[config.mk]
export PLATFORM = sky130hd
export DESIGN_NAME = vga_timing_lookahead
export DESIGN_NICKNAME = d
export VERILOG_FILES = /design/src/rtl/vga_timing_lookahead_pkg.sv /design/src/rtl/vga_raster_counter.sv /design/src/rtl/vga_timing_lookahead.sv
export SDC_FILE = /design/constraint.sdc
export NUM_CORES = 1
export LEC_CHECK = 0
export ABC_AREA = 1
export CAP_MARGIN = 20
export CORE_ASPECT_RATIO = 1.4
export CORE_MARGIN = 2
export CORE_UTILIZATION = 49
export CTS_BUF_LIST = sky130_fd_sc_hd__clkbuf_8
export DETAILED_ROUTE_END_ITERATION = 8
export GPL_ROUTABILITY_DRIVEN = 1
export GPL_TIMING_DRIVEN = 1
export MAX_ROUTING_LAYER = met4
export PLACE_DENSITY = 0.78
export SKIP_CTS_REPAIR_TIMING = 1
export SLEW_MARGIN = 5
export SYNTH_ARGS = -nofsm -noshare
export SYNTH_HDL_FRONTEND = slang
export SYNTH_SLANG_ARGS = --single-unit
export TNS_END_PERCENT = 20
[constraint.sdc]
create_clock -name vga_pix_clk -period 1.6 [get_ports vga_pix_clk]
set_input_delay 0.24 -clock vga_pix_clk [delete_from_list [all_inputs] [get_ports vga_pix_clk]]
set_output_delay 0.24 -clock vga_pix_clk [all_outputs]
set_load 0.05 [all_outputs]
[src/rtl/vga_timing_lookahead_pkg.sv]
`default_nettype none
// ============================================================================
// Module   : vga_timing_lookahead_pkg
// Purpose  : Default VGA 640x480@60 raster timing, derived totals/widths,
//            the drawing-pipeline depth and a shared raster position type.
// Revision : 1.0 - initial release
// ============================================================================
package vga_timing_lookahead_pkg;

    localparam int H_VISIBLE_AREA  = 640;
    localparam int H_FRONT_PORCH   = 16;
    localparam int H_SYNC_PULSE    = 96;
    localparam int H_BACK_PORCH    = 48;
    localparam int V_VISIBLE_AREA  = 480;
    localparam int V_FRONT_PORCH   = 10;
    localparam int V_SYNC_PULSE    = 2;
    localparam int V_BACK_PORCH    = 33;

    localparam int H_WHOLE_LINE  = H_VISIBLE_AREA + H_FRONT_PORCH + H_SYNC_PULSE + H_BACK_PORCH;
    localparam int V_WHOLE_LINE  = V_VISIBLE_AREA + V_FRONT_PORCH + V_SYNC_PULSE + V_BACK_PORCH;
    localparam int HW            = $clog2(H_WHOLE_LINE);
    localparam int VW            = $clog2(V_WHOLE_LINE);

    // Depth of the drawing_logic pipeline; the aot coordinates lead by this much.
    localparam int PIPELINE_STAGES = 2;

    typedef struct packed {
        logic [HW-1:0] x;
        logic [VW-1:0] y;
    } vga_pos_t;

    // True when lo <= v < lo+len.
    function automatic logic in_window(input int unsigned v, input int unsigned lo,
                                       input int unsigned len);
        return (v >= lo) && (v < lo + len);
    endfunction

endpackage
`default_nettype wire

[src/rtl/vga_raster_counter.sv]
`default_nettype none
// ============================================================================
// Module   : vga_raster_counter
// Purpose  : Raster (x,y) position counter with a programmable reset
//            position. Exposes both the registered position and the value it
//            will take on the next clock so callers can register decodes that
//            line up with the position.
// Revision : 1.0 - initial release
// ============================================================================
module vga_raster_counter
    import vga_timing_lookahead_pkg::*;
#(
    parameter int  H_TOTAL = H_WHOLE_LINE,
    parameter int  V_TOTAL = V_WHOLE_LINE,
    parameter int  RESET_X = 0,
    parameter int  RESET_Y = 0,
    parameter int  X_W     = HW,
    parameter int  Y_W     = VW,
    parameter type pos_t   = vga_pos_t
) (
    input  logic vga_pix_clk,
    input  logic rst_n,
    input  logic en,
    output pos_t pos,
    output pos_t pos_next
);

    localparam logic [X_W-1:0] c_X_LAST = X_W'(H_TOTAL - 1);
    localparam logic [Y_W-1:0] c_Y_LAST = Y_W'(V_TOTAL - 1);
    localparam logic [X_W-1:0] c_X_RST  = X_W'(RESET_X);
    localparam logic [Y_W-1:0] c_Y_RST  = Y_W'(RESET_Y);

    pos_t r_pos;

    // Next position: hold when disabled, otherwise step along the raster.
    always_comb begin
        pos_next = r_pos;
        if (en) begin
            if (r_pos.x == c_X_LAST) begin
                pos_next.x = '0;
                if (r_pos.y == c_Y_LAST) begin
                    pos_next.y = '0;
                end else begin
                    pos_next.y = r_pos.y + Y_W'(1);
                end
            end else begin
                pos_next.x = r_pos.x + X_W'(1);
            end
        end
    end

    // Position register.
    always_ff @(posedge vga_pix_clk or negedge rst_n) begin
        if (!rst_n) begin
            r_pos.x <= c_X_RST;
            r_pos.y <= c_Y_RST;
        end else begin
            r_pos <= pos_next;
        end
    end

    assign pos = r_pos;

endmodule
`default_nettype wire

[src/rtl/vga_timing_lookahead.sv]
`default_nettype none
// ============================================================================
// Module   : vga_timing_lookahead
// Purpose  : Parametrised VGA timing generator. Drives beam position, syncs
//            and display enable, plus a second coordinate set running
//            LOOKAHEAD pixels ahead for pipelined drawing logic, with line and
//            frame strobes and a completed-frame counter.
// Revision : 1.0 - initial release
// ============================================================================
module vga_timing_lookahead
    import vga_timing_lookahead_pkg::*;
#(
    parameter int   H_VISIBLE_AREA = 640,
    parameter int   H_FRONT_PORCH  = 16,
    parameter int   H_SYNC_PULSE   = 96,
    parameter int   H_BACK_PORCH   = 48,
    parameter int   V_VISIBLE_AREA = 480,
    parameter int   V_FRONT_PORCH  = 10,
    parameter int   V_SYNC_PULSE   = 2,
    parameter int   V_BACK_PORCH   = 33,
    parameter logic H_SYNC_POL     = 1'b0,
    parameter logic V_SYNC_POL     = 1'b0,
    parameter int   LOOKAHEAD      = PIPELINE_STAGES,
    parameter int   FRAME_CNT_W    = 16,
    localparam int  H_WHOLE = H_VISIBLE_AREA + H_FRONT_PORCH + H_SYNC_PULSE + H_BACK_PORCH,
    localparam int  V_WHOLE = V_VISIBLE_AREA + V_FRONT_PORCH + V_SYNC_PULSE + V_BACK_PORCH,
    localparam int  SX_W    = $clog2(H_WHOLE),
    localparam int  SY_W    = $clog2(V_WHOLE)
) (
    input  logic                   vga_pix_clk,
    input  logic                   rst_n,
    input  logic                   en,
    output logic [SX_W-1:0]        sx,
    output logic [SY_W-1:0]        sy,
    output logic                   display_enabled,
    output logic                   H_SYNC,
    output logic                   V_SYNC,
    output logic [SX_W-1:0]        sx_aot,
    output logic [SY_W-1:0]        sy_aot,
    output logic                   de_aot,
    output logic                   line_stb_aot,
    output logic                   frame_stb_aot,
    output logic [FRAME_CNT_W-1:0] frame_cnt
);

    localparam int unsigned    c_HS_START  = H_VISIBLE_AREA + H_FRONT_PORCH;
    localparam int unsigned    c_VS_START  = V_VISIBLE_AREA + V_FRONT_PORCH;
    localparam logic [SX_W-1:0] c_X_LAST   = SX_W'(H_WHOLE - 1);
    localparam logic [SY_W-1:0] c_Y_LAST   = SY_W'(V_WHOLE - 1);
    localparam logic           c_DE_AOT_RST = (LOOKAHEAD < H_VISIBLE_AREA);

    // The lookahead must stay inside the first line so the aot reset
    // position is (LOOKAHEAD, 0).
    if (LOOKAHEAD < 0 || LOOKAHEAD >= H_WHOLE) begin : g_bad_lookahead
        $error("vga_timing_lookahead: LOOKAHEAD out of range 0..H_WHOLE_LINE-1");
    end

    typedef struct packed {
        logic [SX_W-1:0] x;
        logic [SY_W-1:0] y;
    } pos_t;

    pos_t w_cur;
    pos_t w_cur_next;
    pos_t w_aot;
    pos_t w_aot_next;

    logic w_de_next;
    logic w_hs_next;
    logic w_vs_next;
    logic w_de_aot_next;
    logic w_frame_wrap;

    logic                   r_de;
    logic                   r_hsync;
    logic                   r_vsync;
    logic                   r_de_aot;
    logic [FRAME_CNT_W-1:0] r_frame_cnt;

    vga_raster_counter #(
        .H_TOTAL (H_WHOLE),
        .V_TOTAL (V_WHOLE),
        .RESET_X (0),
        .RESET_Y (0),
        .X_W     (SX_W),
        .Y_W     (SY_W),
        .pos_t   (pos_t)
    ) u_cur (
        .vga_pix_clk (vga_pix_clk),
        .rst_n       (rst_n),
        .en          (en),
        .pos         (w_cur),
        .pos_next    (w_cur_next)
    );

    // Independent counter seeded LOOKAHEAD ahead; never derived from sx/sy.
    vga_raster_counter #(
        .H_TOTAL (H_WHOLE),
        .V_TOTAL (V_WHOLE),
        .RESET_X (LOOKAHEAD),
        .RESET_Y (0),
        .X_W     (SX_W),
        .Y_W     (SY_W),
        .pos_t   (pos_t)
    ) u_aot (
        .vga_pix_clk (vga_pix_clk),
        .rst_n       (rst_n),
        .en          (en),
        .pos         (w_aot),
        .pos_next    (w_aot_next)
    );

    // Decode from the next position so the registered flags match sx/sy.
    assign w_de_next     = in_window(32'(w_cur_next.x), 0, H_VISIBLE_AREA)
                         && in_window(32'(w_cur_next.y), 0, V_VISIBLE_AREA);
    assign w_hs_next     = in_window(32'(w_cur_next.x), c_HS_START, H_SYNC_PULSE);
    assign w_vs_next     = in_window(32'(w_cur_next.y), c_VS_START, V_SYNC_PULSE);
    assign w_de_aot_next = in_window(32'(w_aot_next.x), 0, H_VISIBLE_AREA)
                         && in_window(32'(w_aot_next.y), 0, V_VISIBLE_AREA);
    assign w_frame_wrap  = en && (w_cur.x == c_X_LAST) && (w_cur.y == c_Y_LAST);

    // Registered display enable and syncs.
    always_ff @(posedge vga_pix_clk or negedge rst_n) begin
        if (!rst_n) begin
            r_de     <= 1'b1;
            r_hsync  <= ~H_SYNC_POL;
            r_vsync  <= ~V_SYNC_POL;
            r_de_aot <= c_DE_AOT_RST;
        end else begin
            r_de     <= w_de_next;
            r_hsync  <= w_hs_next ? H_SYNC_POL : ~H_SYNC_POL;
            r_vsync  <= w_vs_next ? V_SYNC_POL : ~V_SYNC_POL;
            r_de_aot <= w_de_aot_next;
        end
    end

    // Completed-frame counter, bumped as the beam leaves the last pixel.
    always_ff @(posedge vga_pix_clk or negedge rst_n) begin
        if (!rst_n) begin
            r_frame_cnt <= '0;
        end else if (w_frame_wrap) begin
            r_frame_cnt <= r_frame_cnt + FRAME_CNT_W'(1);
        end
    end

    assign sx              = w_cur.x;
    assign sy              = w_cur.y;
    assign display_enabled = r_de;
    assign H_SYNC          = r_hsync;
    assign V_SYNC          = r_vsync;
    assign sx_aot          = w_aot.x;
    assign sy_aot          = w_aot.y;
    assign de_aot          = r_de_aot;
    assign frame_cnt       = r_frame_cnt;

    // Strobes are qualified by en so they last exactly one enabled cycle.
    assign line_stb_aot    = en && (w_aot.x == '0);
    assign frame_stb_aot   = en && (w_aot.x == '0) && (w_aot.y == '0);

endmodule
`default_nettype wire

-- Yosys cells after proc, flatten, opt, wreduce, memory -nomap -nowiden
Cells that the tools add are included.
- add/sub/neg operators: 5
- $lt $le $gt $ge: 8
- eq/ne operators: 4
- multiplexer cells: 10
- reduce and logical (&&, ||, !) cells: 10
- operators with widths (operator ; count):
    10-bit two-way mux ; 6
    10-bit by 1-bit adder with 10-bit output (second input constant) ; 4
    10-bit equality test (second input constant) ; 4
    20-bit two-way mux ; 2
    10-bit < comparator (second input constant) ; 3
    10-bit by 9-bit < comparator with 1-bit output (second input constant) ; 3
    10-bit zero test ; 2
    16-bit by 1-bit adder with 16-bit output (second input constant) ; 1
    10-bit greater-or-equal comparator (second input constant) ; 1
    10-bit by 9-bit greater-or-equal comparator with 1-bit output (second input constant) ; 1
    1-bit logical AND ; 8
    1-bit two-way mux ; 2
- bits in registers: 60
- output and inout bits: 62
- word-level logic and storage cells: 46

-- Depth between registers and ports, before layout
Gate-level depths: netlist of run 1.
- depth in word-level cells: 7
- depth in mapped cells: 13

-- Modules after synthesis
From an unflattened synthesis of run 1, not the netlist that was laid out.
- cells, all modules: 590
- area, all modules: 4095.2 um2
- by module, submodules not included (module ; instances ; cells an instance ; area each (um2) ; seq. area each (um2)):
    vga_timing_lookahead ; 1 ; 236 ; 1536.5 ; 505.5
    vga_raster_counter (u_aot) ; 1 ; 177 ; 1280.0 ; 501.7
    vga_raster_counter (u_cur) ; 1 ; 177 ; 1278.7 ; 500.5

-- Worst setup path after synthesis of run 1
Ideal clock, no wire load.
- kind: reg-to-output
- from: reg u_aot.r_pos, in the netlist u_aot.pos[10]
- to: out frame_stb_aot
- arrival: 2.290 ns
- path slack: -0.930 ns
- stages on the path, launching flop included: 6
- path buffers: 0
- cell sequence: dfrtp_1 inv_1 ha_1 nand4_1 nor2_1 and3_1
- cells in the longest elaborated chain, start to end: 3
- RTL lines (item ; line ; text):
    start, declared ; vga_raster_counter.sv:33 ; pos_t r_pos;
    start signal, assigned ; vga_raster_counter.sv:58 ; r_pos <= pos_next;
    10-bit zero test ; - ;
    1-bit logical AND ; - ;
    net line_stb_aot ; vga_timing_lookahead.sv:41 ; output logic line_stb_aot,
    1-bit logical AND ; vga_timing_lookahead.sv:158 ; assign frame_stb_aot = en && (w_aot.x == '0) && (w_aot.y == '0);
    end, declared ; vga_timing_lookahead.sv:42 ; output logic frame_stb_aot,
The timed path passes the listed nets, and every way through them passes these cells.

-- Worst setup path in the final report of run 1
- from: reg u_aot.r_pos, in the netlist u_aot.pos[11]
- to: out frame_stb_aot
- cells in the longest elaborated chain, start to end: 3
- RTL lines (item ; line):
    10-bit zero test ; vga_timing_lookahead.sv:158
    1-bit logical AND (2 in series) ; vga_timing_lookahead.sv:158
Every way passes these cells.

==> key figures, run 1 <==
Outcome
  – Status: complete, but fails checks
  – Violated checks: negative setup slack

Worst setup path
  – CP cell instances: buf_6 -> inv_4 -> ha_4 -> nand4_1 -> nor2_4 -> and3_4 -> buf_12
  – Worst EP arrival: 1.73 ns
  – CP startpoint kind: register
  – Crit-path slowest cell: dfstp_4
  – Crit path buf inv count: 3
  – Worst path max stage delay: 0.64 ns
  – Req. time, crit path: between 1 and 1.5 ns
  – Crit Path Category: register to primary output
  – CP top delay family: flip-flops
  – Crit-path max FO: 2
  – Type of element capturing the critical path: primary output

CTS
  – Reg clk slew, reported paths: ~0.070 ns
  – Clock Sinks: 60
  – CTS tree: done
  – Cts bufs inserted: 9
  – Clock Latency Late Sink: 0.36 ns
  – Clock Root Buffer: clkbuf_8
  – H-Tree Depth: 3
  – Max Buffers Root-to-Sink: 2

Route
  – Met2 Wirelength: around 6500 um
  – 1st-iter DRT viols: 290
  – DR WL/cell: 15.74 um
  – Via Count: 4,048
  – Metal-1 WL: 4242 um
  – Post-route ant nets: 0
  – Top layer in use: met4
  – Via/cell ratio: ~5.3
  – DR pass1 iterations: 8
  – Routed WL: 11,930 um
  – DRC Markers: 0
  – Routed wl met3: 645 um

Die
  – Row cnt: 36
  – Initial Util: 51.05%
  – Die span in x: between 70 and 80 um
  – Core ar.: 7027 um^2
  – Boundary Pins: 65
  – Die area: between 8000 and 9000 um^2
  – Die outline height: 105.2 um

Cells and area
  – Layout cells sized above 1: between 40% and 50%
  – Filler Cell Count: 416
  – Area Overhead vs Synth: 62.54%
  – Commonest non-fill, non-tap cell in the layout: buf_4
  – Area of the multi-input gates: 2146 um^2
  – ANT cells: 0
  – FF+latch area: 1528 um^2
  – Most frequent cells in the layout: 135 x buf_4, 120 x nand2_1, 70 x inv_1
  – Nets: 669

Placed design
  – PortBufs: 64
  – Placer Congestion: 0.9123
  – DP Wirelength: 7627 um
  – Pre-CTS setup slack: -0.5182 ns

Timing
  – Worst slew pin tran: around 0.4 ns
  – Setup slack after layout: -0.3686 ns
  – Setup violators final: 39
  – Max_slew headroom: between 70% and 80%
  – RSZ-0062 raised after global routing: true
  – Post-route minimum period: 1.969 ns
  – Max Slew Vio Count: 0
  – Clock Skew: 0.006432 ns
  – Setup tns final: -5.536 ns
  – Final hold viol count: 0
  – Final period utilization: 123.0%
  – Fmax: ~510 MHz

Power and ir drop
  – Static Leak: 0.003059 uW
  – Pwr dens: 1226 nW/um^2
  – Max VDD drop: 0.0008877 V

Synthesis
  – Mapped cell area: 3587 um^2
  – Synth Instances: 487
  – Synth async-reset ratio: 100.0%
  – Syn Nets: 498
  – Unique masters post-synth: 36
  – Ranking of synthesized cells by area: dfrtp_1 38%, nand2_1 14%, inv_1 7.8%, nor2_1 6.5%, nand3_1 5.9%
  – Area leader, netlist: dfrtp_1
  – #FFs+latches synth: 60
  – Synth Flop Type: dfrtp_1
  – Ys Warns: 0
  – Count of flip-flops with a built-in enable after synthesis: 0
  – Mapped Avg Cell Area: ~7.4 um^2
  – Seq/Total Area, Yosys: between 40% and 50%
  – Yosys top cell area share: 38.37%

Global routing
  – Initial antenna violation count: 0
  – Total gr overflow: 0
  – First-pass GRT wire length: 16,830 um
  – Tot GR Track Use: 26.96%
  – Largest net degree at the start of global routing: 61
  – Vias in the first global route: 3,827

Hold path
  – Type of the worst min-delay path: input port to async pin

Flow run
  – Max-cap violations: 0
cell type report:
type | instances | share of cell area [%]
Clock buffer | 11 | 2.597
Clock inverter | 5 | 1.309
Inverter | 77 | 5.172
Multi-Input combinational cell | 346 | 36.80
Sequential cell | 60 | 26.20
Tap cell | 95 | 2.039
Timing Repair Buffer | 164 | 25.88
metal layers:
layer	global-route usage [%]	vias to the layer above
li1	-	1878
met1	27.75	1918
met2	48.36	206
met3	6.164	46
met4	12.73	0
met5	-	-
worst min-delay path: cells and delay by family:
family	cells	cell delay, ns
buf+inv	3	0.91
synthesized netlist by cell type, types with 3 or more instances:
cell and number:
nand2_1 134, nor4_1 3, nor2_1 62, nor3_1 13, o21ai_1 3, dfrtp_1 55, ha_1 8, nor3_2 3
o21ai_0 9, nand2_4 3, nor2_8 3, nand3_1 42, a21oi_1 11, inv_1 75, nor2_4 3, nand4_1 17
dfstp_2 5, xor2_1 8, nand2_2 3, xnor2_1 7
power by group:
part / internal, uW / leakage [uW] / switching (uW)
logic: 1270 / 0.00227 / 2220
clock network: 953 / 0.000117 / 634
registers: 1810 / 0.000669 / 265
total: 4030 / 0.00306 / 3120
logic make-up after synthesis:
logic type | Yosys count | synth area share [%]
simple gates | 296 | 38.82
buf+inv | 81 | 8.754
flops | 60 | 42.03
compound gates | 27 | 3.941
xor+xnor | 15 | 3.662
fa+ha+maj | 8 | 2.790
stage by stage:
step	instance area, um^2	utilization, %	hold WS [ns]	power, uW	instances
3_3_place_gp	5162	73.47	0.2731	5100	728
2_1_floorplan	3704	-	-0.05559	3876	487
6_report	5831	82.98	0.4060	7150	758
5_1_grt	5831	82.98	0.4429	7440	758
3_5_place_dp	5162	73.47	0.2741	5190	728
4_1_cts	5390	76.71	-0.1036	6773	744
flip-flops by register name, summed over array words and instances, names as in the netlist:
register and count:
H_SYNC 1, V_SYNC 1, de_aot 1, display_enabled 1
frame_cnt 16, u_aot.pos 20, u_cur.pos 20
worst paths after layout:
kind	start	end	slack [ns]	cells past startpoint
setup / recovery	u_aot.pos[11]$_DFFE_PN1P_	frame_stb_aot	-0.37	7
hold reg to reg	frame_cnt[15]$_DFFE_PN0P_	frame_cnt[15]$_DFFE_PN0P_	0.48	1
hold / removal	rst_n	u_aot.pos[16]$_DFFE_PN0P_	0.41	3
setup reg to reg	u_aot.pos[11]$_DFFE_PN1P_	de_aot$_DFF_PN1_	-0.33	10
max in group asynchronous	rst_n	V_SYNC$_DFF_PN1_	0.86	3
min in group vga_pix_clk	en	u_cur.pos[8]$_DFF_PN0_	0.47	3
Power figures use the tool's default switching activity.
==> run 2: changes to the inputs <==
--- a/config.mk
+++ b/config.mk
@@ -13,7 +13,7 @@
 export CTS_BUF_LIST = sky130_fd_sc_hd__clkbuf_8
 export DETAILED_ROUTE_END_ITERATION = 8
 export GPL_ROUTABILITY_DRIVEN = 1
-export GPL_TIMING_DRIVEN = 1
+export GPL_TIMING_DRIVEN = 0
 export MAX_ROUTING_LAYER = met4
 export PLACE_DENSITY = 0.78
 export SKIP_CTS_REPAIR_TIMING = 1
==> key figures, run 2 (same netlist as run 1, synthesis figures left out) <==
Die
  – Die area: 8030 um^2
  – Die outline height: 105.2 um
  – Die span in x: 76.31 um
  – Core ar.: 7027 um^2
  – Boundary Pins: 65
  – Row cnt: 36
  – Initial Util: between 50% and 60%

Route
  – Routed WL: 10,940 um
  – 1st-iter DRT viols: between 150 and 200
  – DR pass1 iterations: 5
  – Via/cell ratio: 5.329
  – Post-route ant nets: 0
  – Via Count: roughly 3,700
  – DR WL/cell: 15.83 um
  – DRC Markers: 0

Timing
  – Max_slew headroom: 48.42%
  – Final period utilization: 123.9%
  – Worst slew pin tran: 0.7738 ns
  – Setup violators final: 36
  – Setup slack after layout: -0.3822 ns
  – WHS: -0.02954 ns
  – Setup tns final: -5.533 ns
  – Final hold viol count: 32
  – Max Slew Vio Count: 0
  – Fmax: 504.5 MHz
  – Clock Skew: ~0.0069 ns
  – Post-route minimum period: roughly 2.0 ns
  – RSZ-0062 raised after global routing: true

CTS
  – CTS tree: done
  – Reg clk slew, reported paths: approximately 0.07 ns
  – Clock Root Buffer: clkbuf_8
  – Clock Latency Late Sink: 0.34 ns
  – H-Tree Depth: 3
  – Cts bufs inserted: 9
  – Clock Sinks: 60
  – Max Buffers Root-to-Sink: 2

Outcome
  – Violated checks: negative hold slack, negative setup slack
  – Status: complete, but fails checks

Worst setup path
  – CP cell instances: nor4_4 -> nand4_1 -> nor2_4 -> and3_4 -> buf_8
  – Worst R2R End: frame_cnt[15]$_DFFE_PN0P_
  – Critical R2R Launch: u_cur.pos[5]$_DFF_PN0_
  – Crit Path Category: register to primary output
  – Type of element capturing the critical path: primary output
  – Crit-path max FO: 5
  – Crit-path slowest cell: dfrtp_2
  – CP startpoint kind: register
  – R2r setup slk: -0.30 ns
  – Worst EP arrival: 1.74 ns
  – Req. time, crit path: around 1.4 ns
  – Crit path buf inv count: 1
  – CP top delay family: simple AND/OR/NAND/NOR gates
  – Worst R2R Path Depth: 9
  – Worst path max stage delay: 0.45 ns

Cells and area
  – Cell area after layout: around 5400 um^2
  – Area Overhead vs Synth: 49.56%
  – Layout cells sized above 1: 26.51%
  – Nets: roughly 600
  – ANT cells: 0
  – Commonest non-fill, non-tap cell in the layout: nand2_1
  – Final Util: about three quarters
  – Filler Cell Count: 506
  – Most frequent cells in the layout: 126 x nand2_1, 72 x inv_1, 57 x dlymetal6s2s_1

Power and ir drop
  – Net Sw Frac: a little under half
  – P_int: 3443 uW
  – Pwr dens: 1184 nW/um^2
  – Max VDD drop: 0.0009591 V
  – Combinational power share: 43.4%
  – Psw: 2910 uW
  – Sequential share of power: 34.8%
  – Static Leak: 0.003093 uW
  – Clock network power share: 21.8%

Global routing
  – Tot GR Track Use: 24.00%
  – Largest net degree at the start of global routing: 61
  – Vias in the first global route: approximately 3,300
  – Total gr overflow: 0
  – First-pass GRT wire length: 15,060 um
  – Initial antenna violation count: 0

Placed design
  – PortBufs: 64
  – DP Wirelength: 6635 um
  – Pre-CTS setup slack: -1.566 ns
  – Placed cell areas: 4461 um^2
  – Placer Congestion: 0.9022

Hold path
  – Type of the worst min-delay path: input port to async pin

Flow run
  – Max-cap violations: 0
==> run 2: cell types whose count changed in the layout (fill, tap and decap cells not counted), sizes merged <==
cell / delta
buf: -127
bufinv: -1
clkbuf: +5
clkinv: -1
clkinvlp: -1
dlygate4sd3: -1
dlymetal6s2s: +56
inv: +3
==> run 2: worst max path at each step <==
stage	cells past startpoint	slack (ns)	end	start
6_report	5	-0.38	frame_stb_aot	u_aot.pos[13]$_DFFE_PN0P_
5_1_grt	5	-0.47	frame_stb_aot	u_aot.pos[13]$_DFFE_PN0P_
4_1_cts	8	-1.57	frame_stb_aot	en
3_5_place_dp	8	-1.57	frame_stb_aot	en
3_3_place_gp	1	-1.88	u_cur.pos[1]$_DFF_PN0_	rst_n
2_1_floorplan	4	-0.30	frame_stb_aot	u_aot.pos[14]$_DFFE_PN0P_
==> run 2: power by group through the flow <==
stage	registers, uW	clock network (uW)	logic, uW
after floorplan	3010	0	865
after detailed placement	2200	0	2450
after global routing	2260	1450	2940
after global placement	2190	0	2400
final	2210	1380	2760
after CTS	2180	1400	2460
==> run 2: cell type report <==
class / instances / area (um^2) / share of cell area, %
Buffer: 4 / 30.03 / 0.5597
Clock buffer: 11 / 151.4 / 2.822
Clock inverter: 5 / 45.04 / 0.8396
Inverter: 77 / 304.0 / 5.667
Multi-Input combinational cell: 346 / 2158 / 40.23
Sequential cell: 60 / 1528 / 28.47
Tap cell: 95 / 118.9 / 2.215
Timing Repair Buffer: 93 / 1030 / 19.19
==> run 2: routing by layer <==
metal / up-vias / part of all wire (%) / GRT usage (%)
met5: - / 0 / -
met4: 0 / 3.8 / 9.351
met3: 35 / 4.1 / 5.651
met2: 108 / 54 / 42.23
met1: 1783 / 38 / 26.17
li1: 1756 / - / -
==> run 2: stage by stage <==
stage | power, uW | instances
after floorplan | 3876 | 487
after global placement | 4596 | 646
after detailed placement | 4657 | 646
after CTS | 6033 | 662
after global routing | 6657 | 691
final | 6353 | 691
==> run 3: changes to the inputs <==
--- a/config.mk
+++ b/config.mk
@@ -7,15 +7,17 @@
 export LEC_CHECK = 0
 export ABC_AREA = 1
 export CAP_MARGIN = 20
+export CELL_PAD_IN_SITES_DETAIL_PLACEMENT = 1
+export CELL_PAD_IN_SITES_GLOBAL_PLACEMENT = 1
 export CORE_ASPECT_RATIO = 1.4
 export CORE_MARGIN = 2
-export CORE_UTILIZATION = 49
+export CORE_UTILIZATION = 35
 export CTS_BUF_LIST = sky130_fd_sc_hd__clkbuf_8
 export DETAILED_ROUTE_END_ITERATION = 8
 export GPL_ROUTABILITY_DRIVEN = 1
 export GPL_TIMING_DRIVEN = 0
 export MAX_ROUTING_LAYER = met4
-export PLACE_DENSITY = 0.78
+export PLACE_DENSITY_LB_ADDON = 0.1
 export SKIP_CTS_REPAIR_TIMING = 1
 export SLEW_MARGIN = 5
 export SYNTH_ARGS = -nofsm -noshare
==> constraint.sdc (replaced) <==
create_clock -name vga_pix_clk -period 1.7 [get_ports vga_pix_clk]
set_input_delay 0.255 -clock vga_pix_clk [delete_from_list [all_inputs] [get_ports vga_pix_clk]]
set_output_delay 0.255 -clock vga_pix_clk [all_outputs]
set_load 0.05 [all_outputs]
==> key figures, run 3 (same netlist as run 1, synthesis figures left out) <==
Power and ir drop
  – Net Sw Frac: 45.30%
  – Clock network power share: 22.5%
  – Overall Power: between 5000 and 6000 uW
  – Psw: 2667 uW
  – Max VDD drop: 0.0005164 V
  – Combinational power share: between 40% and 50%
  – Sequential share of power: around 35%
  – P_int: 3221 uW
  – Static Leak: approximately 0.0031 uW
  – Pwr dens: approximately 1100 nW/um^2

Timing
  – Setup tns final: -2.428 ns
  – WHS: -0.03839 ns
  – Max Slew Vio Count: 0
  – Setup slack after layout: -0.3295 ns
  – Setup violators final: 23
  – Final hold viol count: 12
  – Max_slew headroom: 45.12%
  – Clock Skew: 0.008879 ns
  – Post-route minimum period: 2.029 ns
  – Final period utilization: 119.4%
  – Worst slew pin tran: 0.8232 ns
  – RSZ-0062 raised after global routing: true
  – Fmax: 492.7 MHz

Flow run
  – Max-cap violations: 0

Die
  – Die outline height: 123.8 um
  – Die span in x: 89.56 um
  – Row cnt: 43
  – Initial Util: 36.04%
  – Core ar.: roughly 10000 um^2
  – Boundary Pins: 65
  – Die area: 11,090 um^2

Outcome
  – Violated checks: negative hold slack, negative setup slack
  – Status: complete, but fails checks

Cells and area
  – Area Overhead vs Synth: 47.96%
  – Area of the multi-input gates: a little over 2000 um^2
  – Commonest non-fill, non-tap cell in the layout: nand2_1
  – Filler Cell Count: 1,201
  – Nets: 601
  – Layout cells sized above 1: 23.87%
  – ANT cells: 0
  – Finished Layout Cells: 730
  – Final Util: 53.33%
  – FF+latch area: 1528 um^2
  – Most frequent cells in the layout: 125 x nand2_1, 73 x inv_1, 58 x dlymetal6s2s_1

CTS
  – Max Buffers Root-to-Sink: 2
  – H-Tree Depth: 3
  – Cts bufs inserted: 9
  – Reg clk slew, reported paths: 0.07 ns
  – Clock Latency Late Sink: 0.36 ns
  – Clock Sinks: 60
  – Clock Root Buffer: clkbuf_8
  – CTS tree: done

Route
  – DR pass1 iterations: 4
  – Post-route ant nets: 0
  – DRC Markers: 0
  – Routed WL: between 10,000 and 15,000 um
  – Via Count: approximately 3,600
  – 1st-iter DRT viols: 67
  – DR WL/cell: ~16 um
  – Via/cell ratio: 4.907

Worst setup path
  – Crit path buf inv count: 1
  – Crit Path Category: register to primary output
  – Crit-path slowest cell: dfrtp_2
  – Type of element capturing the critical path: primary output
  – Worst EP arrival: between 1.5 and 2 ns
  – Req. time, crit path: 1.44 ns
  – CP cell instances: nor4_4 -> nand4_1 -> nor2_4 -> and3_4 -> buf_8
  – Crit-path max FO: 5
  – CP top delay family: simple AND/OR/NAND/NOR gates
  – CP startpoint kind: register
  – Worst path max stage delay: approximately 0.46 ns

Placed design
  – PortBufs: 64
  – Placed cell count: 686
  – DP Wirelength: slightly below 8000 um
  – Placer Congestion: 0.8520

Global routing
  – Total gr overflow: 0
  – Largest net degree at the start of global routing: 61
  – First-pass GRT wire length: between 15,000 and 20,000 um
  – Initial antenna violation count: 0
  – Vias in the first global route: about 3,700
  – Tot GR Track Use: 21.08%

Hold path
  – Type of the worst min-delay path: input port to async pin
==> run 3: cell types whose count changed in the layout (fill, tap and decap cells not counted), moves of 3 or more <==
| cell | change |
|---|---|
| nor2_1 | +3 |
| nor2_2 | -3 |
| buf_4 | +3 |
| nand3_1 | +4 |
| nand3_2 | -4 |
| buf_6 | -3 |
==> run 3: cell type report <==
| type | count | area share [%] |
|---|---|---|
| inverters | 77 | 5.634 |
| repair buffers | 92 | 19.05 |
| plain buffers | 4 | 0.6601 |
| well taps | 135 | 3.182 |
| flip-flops and latches | 60 | 28.78 |
| clock buffers | 11 | 2.852 |
| clock inverters | 5 | 0.8487 |
| multi-input cells | 346 | 38.99 |
==> run 3: path summary, 6_finish.rpt <==
kind / from / end / slack, ns / cells after the start
worst min-delay path: rst_n / u_aot.pos[15]$_DFFE_PN0P_ / -0.04 / 1
worst max register to register: u_aot.pos[11]$_DFFE_PN1P_ / u_aot.pos[4]$_DFFE_PN0P_ / -0.20 / 9
max in group asynchronous: rst_n / u_cur.pos[1]$_DFF_PN0_ / 1.11 / 1
worst max-delay path: u_aot.pos[14]$_DFFE_PN0P_ / frame_stb_aot / -0.33 / 5
worst min register to register: frame_cnt[15]$_DFFE_PN0P_ / frame_cnt[15]$_DFFE_PN0P_ / 0.47 / 1
min in group vga_pix_clk: en / u_aot.pos[14]$_DFFE_PN0P_ / 0.42 / 5
==> run 3: power by group through the flow <==
stage,clock network [uW],logic (uW),registers [uW]
floorplan,0,821,2840
global placement,0,2300,2090
detailed placement,0,2340,2100
CTS,1360,2350,2070
global route,1420,2700,2140
finish,1320,2480,2080
==> run 3: per-stage QoR <==
step	worst slack, ns	instance area [um^2]
3_5_place_dp	-1.631	4503
6_report	-0.3295	5308
5_1_grt	-0.4130	5308
4_1_cts	-1.644	4700
3_3_place_gp	-2.012	4506
2_1_floorplan	-0.1955	3696
==> run 3: per-layer routing <==
layer  vias up  global-route usage [%]  routed length [um]
met5         -                       -                   0
met4         0                   8.489                 256
met3        18                   4.307                 408
met2        60                   37.27                6260
met1      1760                   22.59                4402
li1       1744                       -                   -
